==> src/rtl/wb_host_master.sv <==
// Single-outstanding Wishbone classic master: host valid/ready requests in, one response out,
// with misalignment/timeout error reporting and core_select arbitration toward the memory top.
module wb_host_master #(
    parameter int ADDRESS_LENGTH = 32,
    parameter int DATA_LENGTH    = 32,
    parameter int TIMEOUT_CYCLES = 16
) (
    input  logic                      clk,
    input  logic                      reset,
    input  logic                      req_valid,
    output logic                      req_ready,
    input  logic                      req_we,
    input  logic [ADDRESS_LENGTH-1:0] req_addr,
    input  logic [DATA_LENGTH-1:0]    req_data,
    output logic                      rsp_valid,
    input  logic                      rsp_ready,
    output logic [DATA_LENGTH-1:0]    rsp_data,
    output logic                      rsp_err,
    output logic [ADDRESS_LENGTH-1:0] ADR_O,
    output logic [DATA_LENGTH-1:0]    DAT_O,
    input  logic [DATA_LENGTH-1:0]    DAT_I,
    output logic                      we,
    output logic                      stb,
    output logic                      cyc,
    input  logic                      ack,
    input  logic                      run_en,
    output logic                      core_select
);

    localparam int CNT_W = $clog2(TIMEOUT_CYCLES);
    localparam logic [CNT_W-1:0] CNT_LAST = CNT_W'(TIMEOUT_CYCLES - 1);
    localparam logic [CNT_W-1:0] CNT_ONE  = CNT_W'(1);

    typedef enum logic [1:0] {
        IDLE = 2'd0,
        BUS  = 2'd1,
        RESP = 2'd2
    } state_t;

    state_t           state_r;
    logic [CNT_W-1:0] cnt_r;

    // Transaction FSM; every host and bus output is a register updated here.
    always_ff @(posedge clk or negedge reset) begin
        if (!reset) begin
            state_r     <= IDLE;
            cnt_r       <= '0;
            req_ready   <= 1'b0;
            rsp_valid   <= 1'b0;
            rsp_data    <= '0;
            rsp_err     <= 1'b0;
            ADR_O       <= '0;
            DAT_O       <= '0;
            we          <= 1'b0;
            stb         <= 1'b0;
            cyc         <= 1'b0;
            core_select <= 1'b0;
        end else begin
            // Uses the current state, so it trails the FSM by one cycle in both directions.
            core_select <= run_en & (state_r == IDLE) & ~req_valid;
            case (state_r)
                IDLE: begin
                    if (req_valid && req_ready) begin
                        req_ready <= 1'b0;
                        ADR_O     <= req_addr;
                        DAT_O     <= req_data;
                        we        <= req_we;
                        if (req_addr[1:0] == 2'b00) begin
                            cyc     <= 1'b1;
                            stb     <= 1'b1;
                            cnt_r   <= '0;
                            state_r <= BUS;
                        end else begin
                            rsp_valid <= 1'b1;
                            rsp_err   <= 1'b1;
                            rsp_data  <= '0;
                            state_r   <= RESP;
                        end
                    end else begin
                        req_ready <= 1'b1;
                    end
                end
                BUS: begin
                    // An ack in the final counted cycle still completes the transfer normally.
                    if (ack) begin
                        cyc       <= 1'b0;
                        stb       <= 1'b0;
                        rsp_valid <= 1'b1;
                        rsp_err   <= 1'b0;
                        rsp_data  <= we ? '0 : DAT_I;
                        state_r   <= RESP;
                    end else if (cnt_r == CNT_LAST) begin
                        cyc       <= 1'b0;
                        stb       <= 1'b0;
                        rsp_valid <= 1'b1;
                        rsp_err   <= 1'b1;
                        rsp_data  <= '0;
                        state_r   <= RESP;
                    end else begin
                        cnt_r <= cnt_r + CNT_ONE;
                    end
                end
                RESP: begin
                    if (rsp_ready) begin
                        rsp_valid <= 1'b0;
                        rsp_err   <= 1'b0;
                        rsp_data  <= '0;
                        req_ready <= 1'b1;
                        state_r   <= IDLE;
                    end else begin
                        rsp_valid <= 1'b1;
                    end
                end
                default: begin
                    state_r   <= IDLE;
                    cnt_r     <= '0;
                    req_ready <= 1'b0;
                    rsp_valid <= 1'b0;
                    cyc       <= 1'b0;
                    stb       <= 1'b0;
                end
            endcase
        end
    end

endmodule

==> config.mk <==
export PLATFORM = sky130hd
export DESIGN_NAME = wb_host_master
export DESIGN_NICKNAME = d
export VERILOG_FILES = /design/src/rtl/wb_host_master.sv
export SDC_FILE = /design/constraint.sdc
export NUM_CORES = 1
export LEC_CHECK = 0
export CORE_MARGIN = 1.5
export CORE_UTILIZATION = 37
export DETAILED_ROUTE_END_ITERATION = 12
export GPL_TIMING_DRIVEN = 0
export HOLD_SLACK_MARGIN = 0.1
export MAX_ROUTING_LAYER = met4
export PLACE_DENSITY = 0.75
export SLEW_MARGIN = 20
export SYNTH_ARGS = -nofsm -noshare
export SYNTH_HDL_FRONTEND = slang
export SYNTH_SLANG_ARGS = --single-unit
==> constraint.sdc <==
create_clock -name clk -period 1.5 [get_ports clk]
set_input_delay 0.375 -clock clk [delete_from_list [all_inputs] [get_ports clk]]
set_output_delay 0.375 -clock clk [all_outputs]
set_load 0.01 [all_outputs]
==> results by group, run 1 <==
Worst setup path
  • Setup crit end kind: register
  • Crit path required time: approximately 1.7 ns
  • Reg2reg setup slack: -0.05 ns
  • Worst r2r src: state_r[1]
  • Slowest stage delay, CP: 0.47 ns
  • Arr. time, crit path: 1.77 ns
  • Crit Path Max Fanout: 10
  • Max stage delay cell, worst path: o31a_2
  • Crit-path cells: clkbuf_4, o31a_2, buf_6, a32o_1
  • Worst setup SP type: register
  • CP startpoint: state_r[1]
  • Critical path type: register to register

Drt
  • First DRT Iteration DRCs: 119
  • Wirelength per Cell: 17.8 um
  • DRT Pass-1 Iters: 4
  • Total vias in the final route: 3353
  • Vias per cell: slightly above 5
  • Antenna-violating nets left: 0
  • DRC viols: 0
  • Final wirelength: 11700 um

Power
  • Sequential share of power: 0.376
  • P_int: ~0.0083 W
  • Switching Share: 0.318
  • Worst VDD drop: 841 uV
  • Pwr dens: 1730 nW/um^2
  • Clk pwr share: 0.185
  • Tot Pwr: 0.0122 W
  • Logic pwr share: 0.439
  • Leakage: 3.31 nW
  • Sw power: 0.00389 W

Placement
  • Dpl cells: 619
  • Pre-CTS setup slack: -0.704 ns
  • Port Buffers: between 200 and 250
  • Post-DP Area: 6500 um^2
  • Placer Congestion: 0.780
  • Detail Placement HPWL: 8430 um

Logic synthesis
  • Mapped cell area: 4240 um^2
  • Post-synthesis async set-or-reset flop share: 1.00
  • Yosys reg bits: about 110
  • Largest family of logic cells by synthesized area: multiplexers
  • Synth Area per Inst: 15.5 um^2
  • Unique masters post-synth: 36
  • Main synth FF type: dfrtp_1
  • Multiplexer share of the synthesized area: 0.180
  • Post-synth EDFFs: 0
  • Post-synthesis simple-gate area fraction: 0.0310
  • Post-synthesis xor/xnor area fraction: 0
  • Synth Instances: around 270
  • Sequential cell area fraction in the yosys report: 0.638
  • Post-synthesis compound-gate area fraction: 0.112
  • Post-Synth Adder-Cell Area: 0.00295
  • Synth warn: 0
  • Mapped Nets: 377

Flow run
  • Max-Cap Viols: 0

Cells and area
  • Fraction of layout cells with a size suffix above 1: 0.266
  • Nets: 615
  • Synthesis-to-layout area growth: 67.3%
  • Fillers: 878
  • Final Cell Area: 7090 um^2
  • Final Instance Count excl. Fillers: 657

Die
  • Die Ht: 110 um
  • Initial Util: 0.386
  • Die width: 110 um
  • Die area: 12100 um^2
  • Site row count: 38
  • # IOs: 206
  • Core box area: 11000 um^2

STA
  • Final worst slack: -0.0497 ns
  • RSZ-0062 raised after global routing: true
  • Rel. slew slack: 0.641
  • Period minus WS final: ~1.5 ns
  • Final hold vios: 0
  • Setup violators final: slightly below 50
  • Final Cycle Share: 1.03
  • Worst-Margin Slew: 0.536 ns
  • Max-slew violation count: 0
  • Worst Hold Margin: 0.474 ns
  • Max Clock Freq: about 650 MHz
  • Worst Skew: 0.00969 ns

Global routing
  • Total grt overflow: 0
  • Vias in the first global route: 3440
  • Initial antenna violation count: 1
  • Largest net degree at the start of global routing: 69
  • First-pass GRT wire length: 17600 um
  • GRT Util Overall: 0.196

Min path
  • Hold path start: req_valid
  • HP Class: primary input to register

Status
  • Failing checks: setup timing
  • Status: complete, but fails checks

CTS
  • TritonCTS Sinks: between 100 and 150
  • H-Tree Depth: 3
  • Worst-Skew Late Latency: 0.33 ns
  • Num CTS Buffers: 9
  • Clk slew on worst S/H paths: about 0.07 ns
  • Root Buffer: clkbuf_16
  • Clock Path Buffers: 2
  • CTS tree: yes
## stage by stage
stage	utilization	TNS, ns
2_1_floorplan	-	0
3_3_place_gp	0.590	-489.85
3_5_place_dp	0.592	-61.35
4_1_cts	0.627	-2.32
5_1_grt	0.646	-5.21
6_report	0.646	-1.63
## kinds of logic (layout without fill, tap and decap cells)
family / Yosys count / count (layout)
AO/OA/AOI/OAI: 50 / 50
adder cells (fa/ha/maj): 1 / 1
buffers and inverters: 26 / 269
flip-flops: 108 / 108
multiplexers: 68 / 68
other: 0 / 1
AND/OR/NAND/NOR: 20 / 20
## worst paths after layout
kind / end / cells after the start
hold reg to reg: DAT_O[13] / 1
hold / removal: core_select / 2
setup reg to reg: rsp_data[4] / 4
setup / recovery: rsp_data[4] / 4
min in group asynchronous: DAT_O[24] / 2
max in group asynchronous: DAT_O[15] / 3
## repair_timing
| action | in CTS | in global routing |
|---|---|---|
| buffers inserted | 8 | 6 |
| hold endpoints to repair | 40 | 0 |
| gates resized for setup | 145 | 40 |
| setup endpoints to repair | 206 | 99 |
| pin swaps | 4 | 36 |
| hold buffers | 1 | 0 |
| gates cloned | 1 | 5 |
## layer usage
| layer | up-vias | track usage | share of wire |
|---|---|---|---|
| met4 | 0 | 0.0417 | 0.010 |
| met5 | - | - | 0 |
| met2 | 118 | 0.354 | 0.52 |
| met3 | 11 | 0.0412 | 0.067 |
| li1 | 1517 | - | - |
| met1 | 1707 | 0.223 | 0.40 |
## flip-flops by register name, indices dropped and copies added, names as in the netlist
name / count
cyc: 1
rsp_valid: 1
cnt_r: 4
rsp_err: 1
ADR_O: 32
core_select: 1
req_ready: 1
state_r: 2
DAT_O: 32
we: 1
rsp_data: 32
## Yosys cell counts, types with 2 or more instances
| cell type | instances | area share |
|---|---|---|
| a32o_1 | 35 | 0.083 |
| buf_2 | 15 | 0.018 |
| buf_4 | 2 | 0.0035 |
| buf_6 | 4 | 0.011 |
| dfrtp_1 | 108 | 0.64 |
| inv_1 | 5 | 0.0044 |
| mux2_1 | 9 | 0.024 |
| mux2_2 | 56 | 0.15 |
| mux2i_1 | 3 | 0.0071 |
| nand2_1 | 3 | 0.0027 |
| nand2b_1 | 5 | 0.0074 |
| nand4b_1 | 2 | 0.0041 |
| nor2_1 | 2 | 0.0018 |
| o21ai_0 | 2 | 0.0024 |
## layout by cell type (no fill, tap or decap), types with 3 or more instances in the layout
cell / netlist / layout
dfrtp_1: 108 / 107
dlygate4sd2_1: 0 / 105
clkdlybuf4s50_1: 0 / 98
mux2_2: 56 / 50
a32o_1: 35 / 35
buf_6: 4 / 23
mux2_4: 0 / 15
buf_4: 2 / 12
clkbuf_16: 0 / 9
inv_1: 5 / 5
buf_8: 0 / 4
inv_6: 0 / 4
nand2b_4: 0 / 3
mux2i_1: 3 / 3
## critical path, delay by kind of cell (launching register included)
kind	cells	cell delay, ns
AOI/OAI and AO/OA	2	0.69
buffers and inverters	2	0.38
DFF	1	0.37
## power by group through the flow
stage / sequential [W] / clock (W) / combinational (W)
final: 0.00460 / 0.00227 / 0.00538
after global routing: 0.00476 / 0.00244 / 0.00577
after CTS: 0.00461 / 0.00233 / 0.00506
after detailed placement: 0.00470 / 0 / 0.00530
after global placement: 0.00462 / 0 / 0.00519
after floorplan: 0.00514 / 0 / 0.00184
## final cells by class
cell class / instances / area (um^2) / area share
well taps: 140 / 175 / 0.0247
diodes: 1 / 2.50 / 0.000353
multi-input cells: 139 / 1520 / 0.214
inverters: 5 / 18.8 / 0.00265
flip-flops and latches: 108 / 2700 / 0.381
repair buffers: 227 / 2150 / 0.303
clock inverters: 6 / 45.0 / 0.00635
clock buffers: 10 / 239 / 0.0337
plain buffers: 21 / 240 / 0.0339
Power figures use the tool's default switching activity.
==> run 2: changes to the inputs <==
--- a/config.mk
+++ b/config.mk
@@ -6,12 +6,13 @@
 export NUM_CORES = 1
 export LEC_CHECK = 0
 export CORE_MARGIN = 1.5
-export CORE_UTILIZATION = 37
+export CORE_UTILIZATION = 35
 export DETAILED_ROUTE_END_ITERATION = 12
 export GPL_TIMING_DRIVEN = 0
 export HOLD_SLACK_MARGIN = 0.1
 export MAX_ROUTING_LAYER = met4
-export PLACE_DENSITY = 0.75
+export PLACE_DENSITY = 0.72
+export REMOVE_ABC_BUFFERS = 1
 export SLEW_MARGIN = 20
 export SYNTH_ARGS = -nofsm -noshare
 export SYNTH_HDL_FRONTEND = slang
==> run 2 against run 1 <==
The run still ends with setup timing left. Clock power grew 12%. Critical path depth grew 1. Die area grew 5.6%. Register-to-register slack lost 0.08 ns. Setup slack lost 0.077 ns. Critical path type unchanged.
==> results by group, run 2 (synthesis results as in run 1) <==
Status
  • Status: complete, but fails checks
  • Failing checks: setup timing

CTS
  • CTS tree: yes
  • H-Tree Depth: 3 (unchanged)
  • Root Buffer: clkbuf_16
  • TritonCTS Sinks: 108 (unchanged)
  • Clk slew on worst S/H paths: 0.06 ns (about the same)
  • Num CTS Buffers: 9 (unchanged)
  • Worst-Skew Late Latency: 0.35 ns (+0.02 ns)
  • Clock Path Buffers: 2 (unchanged)

Drt
  • Antenna-violating nets left: 0 (unchanged)
  • DRT Pass-1 Iters: 4 (unchanged)
  • Wirelength per Cell: 20.1 um (+13%)
  • Total vias in the final route: 3413 (+1.8%)
  • Final wirelength: 13200 um (+13%)
  • Vias per cell: 5.19 (+1.8%)
  • First DRT Iteration DRCs: 126 (+5.9%)
  • DRC viols: 0 (unchanged)

Min path
  • Hold path start: req_valid
  • HP Class: primary input to register

Worst setup path
  • CP startpoint: state_r[1]
  • Worst setup SP type: register
  • Reg2Reg Depth: 5 (+1)
  • Crit path required time: 1.73 ns (about the same)
  • Worst r2r src: state_r[1]
  • Reg2reg setup slack: -0.13 ns (-0.08 ns)
  • Reg2reg end: DAT_O[31]
  • Crit Path Max Fanout: 7 (-3)
  • Arr. time, crit path: 1.85 ns (+0.08 ns)
  • CP endpoint: DAT_O[31]
  • Setup crit end kind: register
  • Critical path type: register to register

Power
  • Pwr dens: 1800 nW/um^2 (+4.3%)
  • Leakage: 3.51 nW (+6.2%)
  • Worst VDD drop: 1180 uV (+40%)

Placement
  • Dpl cells: 607 (-1.9%)
  • Detail Placement HPWL: 7550 um (-11%)
  • Placer Congestion: 0.800 (+2.5%)
  • Post-DP Area: 6420 um^2 (-1.3%)
  • Port Buffers: 205 (unchanged)

Cells and area
  • Fraction of layout cells with a size suffix above 1: 0.257 (-0.00864)
  • Nets: 609 (-0.98%)
  • Diode count: 0 (-1)
  • Final Util: 0.622 (-0.0240)
  • Top Registers: ADR_O: 32 flops, DAT_O: 32 flops, rsp_data: 32 flops
  • Synthesis-to-layout area growth: 74.8%
  • Final Instance Count excl. Fillers: 657 (unchanged)
  • Final Cell Area: 7410 um^2 (+4.4%)
  • Most frequent cells in the layout: dfrtp_1, dlygate4sd2_1, clkdlybuf4s50_1, mux2_4, a32o_1

STA
  • Worst-Margin Slew: 0.559 ns (+0.0231 ns)
  • RSZ-0062 raised after global routing: true
  • Max-slew violation count: 0 (unchanged)
  • Final hold vios: 0 (unchanged)
  • Final Cycle Share: 1.08 (+0.0515)
  • Final worst slack: -0.127 ns (-0.0773 ns)
  • Rel. slew slack: 0.626 (-0.0155)
  • Worst Skew: 0.00800 ns (-0.00169 ns)
  • Max Clock Freq: 615 MHz (-4.7%)
  • Period minus WS final: 1.63 ns (+0.0773 ns)
  • Setup tns final: -6.19 ns (-4.56 ns)
  • Setup violators final: 101 (+110%)

Global routing
  • Initial antenna violation count: 0 (-1)
  • Total grt overflow: 0 (unchanged)
  • Vias in the first global route: 3667 (+6.6%)
  • First-pass GRT wire length: 19500 um (+11%)
  • GRT Util Overall: 0.204 (+0.00785)
  • Largest net degree at the start of global routing: 68 (-1.4%)

Die
  • Site row count: 40 (+5.3%)
  • Initial Util: 0.356 (-0.0301)
  • Die width: 113 um (+2.7%)
  • Die Ht: 113 um (+2.7%)
  • Die area: 12800 um^2 (+5.6%)
  • # IOs: 206 (unchanged)
  • Core box area: 11900 um^2 (+8.5%)

Flow run
  • Max-Cap Viols: 0 (unchanged)
==> run 2: critical path: stages (launching register included) <==
cell and delay (ns):
dfrtp_2 0.40, and4bb_4 0.43, buf_12 0.13, buf_12 0.11, buf_16 0.14, mux2_4 0.30
==> run 2: final cells by class <==
| class | instances | area (um^2) |
|---|---|---|
| clock inverter | 4 | 72.6 |
| inverter | 5 | 18.8 |
| clock buffer | 12 | 246 |
| sequential | 108 | 2710 |
| tap | 147 | 184 |
| fill | 924 | 4510 |
| timing repair buffer | 235 | 2390 |
| multi-input combinational | 146 | 1790 |
==> run 2: timing repair <==
action | 4_1_cts | 5_1_grt
hold buffers | 1 | 0
endpoints found under the setup margin | 206 | 102
endpoints found under the hold margin | 41 | 0
resized for setup | 197 | 19
buffers inserted | 18 | 5
pin swaps | 15 | 13
cloned | 10 | 5
==> run 2: metal layers <==
layer	global-route usage	up-vias	part of all wire
met2	0.325	170	0.50
met3	0.0445	27	0.073
met1	0.253	1706	0.40
met4	0.0833	0	0.028
met5	-	-	0
li1	-	1510	-
==> run 2: power by group <==
| group | switching [W] | internal, W |
|---|---|---|
| sequential | 0.000626 | 0.00403 |
| clock | 0.00104 | 0.00151 |
| combinational | 0.00246 | 0.00367 |
| total | 0.00413 | 0.00921 |
==> run 2: worst min-delay path by stage <==
stage	depth (start not counted)	endpoint	slack [ns]
5_1_grt	2	core_select	0.44
4_1_cts	2	core_select	0.42
2_1_floorplan	0	ADR_O[0]	0.08
6_report	2	core_select	0.44
3_5_place_dp	1	rsp_data[24]	0.32
3_3_place_gp	1	DAT_O[18]	0.47
==> run 2: per-stage QoR <==
| step | hold slack [ns] | power [W] | setup slack [ns] |
|---|---|---|---|
| 6_report | 0.439 | 0.0133 | -0.127 |
| 5_1_grt | 0.444 | 0.0140 | -0.154 |
| 4_1_cts | 0.418 | 0.0134 | -0.158 |
| 3_5_place_dp | 0.319 | 0.00985 | -0.783 |
| 3_3_place_gp | 0.469 | 0.00967 | -3.98 |
| 2_1_floorplan | 0.0794 | 0.00685 | -1.48 |
==> run 3: changes to the inputs <==
--- a/config.mk
+++ b/config.mk
@@ -13,6 +13,8 @@
 export MAX_ROUTING_LAYER = met4
 export PLACE_DENSITY = 0.72
 export REMOVE_ABC_BUFFERS = 1
+export SKIP_CTS_REPAIR_TIMING = 1
+export SKIP_LAST_GASP = 1
 export SLEW_MARGIN = 20
 export SYNTH_ARGS = -nofsm -noshare
 export SYNTH_HDL_FRONTEND = slang
==> constraint.sdc (replaced) <==
create_clock -name clk -period 1.5 [get_ports clk]
set_input_delay 0.375 -clock clk [delete_from_list [all_inputs] [get_ports clk]]
set_output_delay 0.375 -clock clk [all_outputs]
set_load 0.05 [all_outputs]
==> run 3 against run 2 <==
The run still ends with setup timing left. Sequential share of layout area up 2.5 points. Register-to-register slack worse by 0.09 ns. Fmax down 5.2%. Global-route usage down 3.2 points. Clock skew down 0.0017 ns. Critical endpoint is now ADR_O[19]. Critical path type unchanged. Setup slack worse by 0.090 ns. First-iteration DRC count up 1.6%.
==> results by group, run 3 (synthesis results as in run 1) <==
Status
  • Status: complete, but fails checks
  • Failing checks: setup timing

Flow run
  • Max-Cap Viols: 0 (unchanged)

STA
  • Worst-Margin Slew: 0.509 ns (-0.0507 ns)
  • Setup tns final: -13.77 ns (-7.58 ns)
  • Max Clock Freq: 582 MHz (-5.2%)
  • Period minus WS final: 1.72 ns (+0.0900 ns)
  • Final Cycle Share: 1.14 (+0.0600)
  • Final worst slack: -0.217 ns (-0.0900 ns)
  • Max-slew violation count: 0 (unchanged)
  • Worst Skew: 0.00635 ns (-0.00165 ns)
  • Setup violators final: 101 (unchanged)
  • Rel. slew slack: 0.660 (+0.0347)
  • Final hold vios: 0 (unchanged)
  • RSZ-0062 raised after global routing: true

Cells and area
  • Final Cell Area: 6950 um^2 (-6.2%)
  • Diode count: 0 (unchanged)
  • Commonest non-fill, non-tap cell in the layout: dfrtp_1
  • Nets: 628 (+3.1%)
  • Top Registers: ADR_O: 32 flops, DAT_O: 32 flops, rsp_data: 32 flops
  • Multi-input gate area: 1630 um^2 (-9.0%)
  • Synthesis-to-layout area growth: 63.9%
  • Fillers: 998 (+8.0%)
  • Sequential cell area: 2710 um^2 (+0.18%)
  • Fraction of layout cells with a size suffix above 1: 0.459 (+0.202)
  • Most frequent cells in the layout: dfrtp_1, clkbuf_2, clkdlybuf4s50_1, mux2_2, a32o_1

Die
  • Die area: 12800 um^2 (unchanged)
  • Initial Util: 0.356 (unchanged)
  • Die width: 113 um (unchanged)
  • Site row count: 40 (unchanged)
  • Die Ht: 113 um (unchanged)
  • Core box area: 11900 um^2 (unchanged)
  • # IOs: 206 (unchanged)

CTS
  • Clk slew on worst S/H paths: 0.07 ns (about the same)
  • Num CTS Buffers: 9 (unchanged)
  • CTS tree: yes
  • Root Buffer: clkbuf_16
  • TritonCTS Sinks: 108 (unchanged)
  • Worst-Skew Late Latency: 0.35 ns (about the same)
  • Clock Path Buffers: 2 (unchanged)
  • H-Tree Depth: 3 (unchanged)

Global routing
  • GRT Util Overall: 0.172 (-0.0318)
  • Total grt overflow: 0 (unchanged)
  • Initial antenna violation count: 0 (unchanged)
  • Vias in the first global route: 3398 (-7.3%)
  • First-pass GRT wire length: 16700 um (-14%)
  • Largest net degree at the start of global routing: 68 (unchanged)

Worst setup path
  • Max stage delay cell, worst path: dfrtp_4
  • Setup crit end kind: register
  • Critical path type: register to register
  • Crit path required time: 1.73 ns (about the same)
  • Arr. time, crit path: 1.95 ns (+0.10 ns)
  • Reg2reg setup slack: -0.22 ns (-0.09 ns)
  • Slowest stage delay, CP: 0.52 ns (+0.09 ns)
  • Crit-path cells: and4bb_4, clkbuf_4, clkbuf_16, mux2_2
  • Crit Path Max Fanout: 7 (unchanged)
  • Worst setup SP type: register

Placement
  • Post-DP Area: 6420 um^2 (unchanged)
  • Port Buffers: 205 (unchanged)
  • Detail Placement HPWL: 7550 um (unchanged)
  • Placer Congestion: 0.800 (unchanged)

Drt
  • First DRT Iteration DRCs: 128 (+1.6%)
  • Wirelength per Cell: 19.4 um (-3.5%)
  • Final wirelength: 13100 um (-0.73%)
  • Antenna-violating nets left: 0 (unchanged)
  • Vias per cell: 5.23 (+0.72%)
  • Total vias in the final route: 3537 (+3.6%)
  • DRT Pass-1 Iters: 4 (unchanged)
  • DRC viols: 0 (unchanged)

Power
  • Worst VDD drop: 1430 uV (+22%)
  • Leakage: 3.21 nW (-8.5%)
  • Pwr dens: 2270 nW/um^2 (+26%)
  • Tot Pwr: 0.0157 W (+18%)

Min path
  • HP Class: primary input to register
-- run 3: critical path: cells and delay by family, from the launching register on --
kind / cells / cell delay (ns)
AND/OR/NAND/NOR: 1 / 0.38
flip-flops: 1 / 0.52
buffers and inverters: 2 / 0.37
multiplexers: 1 / 0.33
-- run 3: final timing paths --
path,start,to,cells past startpoint
worst max-delay path,state_r[0],ADR_O[19],4
worst min-delay path,req_valid,core_select,2
worst max register to register,state_r[0],ADR_O[19],4
worst min register to register,DAT_O[23],DAT_O[23],1
max in group asynchronous,reset,state_r[0],3
min in group asynchronous,reset,ADR_O[0],2
-- run 3: layer usage --
layer | track usage | routed length, um
met5 | - | 0
met4 | 0.0833 | 368
met3 | 0.0407 | 874
met2 | 0.262 | 6650
met1 | 0.216 | 5210
-- run 3: through the flow --
stage	cells	setup slack (ns)	util	hold WS, ns
after floorplan	252	-1.67	-	0.0794
after global placement	604	-3.98	0.532	0.469
after detailed placement	607	-0.783	0.539	0.319
after CTS	623	-0.579	0.566	-0.0542
after global routing	676	-0.261	0.583	0.387
final	676	-0.217	0.583	0.375
-- run 3: layout make-up --
type | instances | area share
multi-input cells | 150 | 0.234
inverters | 5 | 0.00270
repair buffers | 250 | 0.300
clock buffers | 12 | 0.0355
clock inverters | 4 | 0.0104
flip-flops and latches | 108 | 0.390
well taps | 147 | 0.0265
-- run 3: report_power, final --
part           internal, W  switching (W)
Sequential         0.00404       0.000662
Combinational      0.00284        0.00564
Clock              0.00151        0.00105
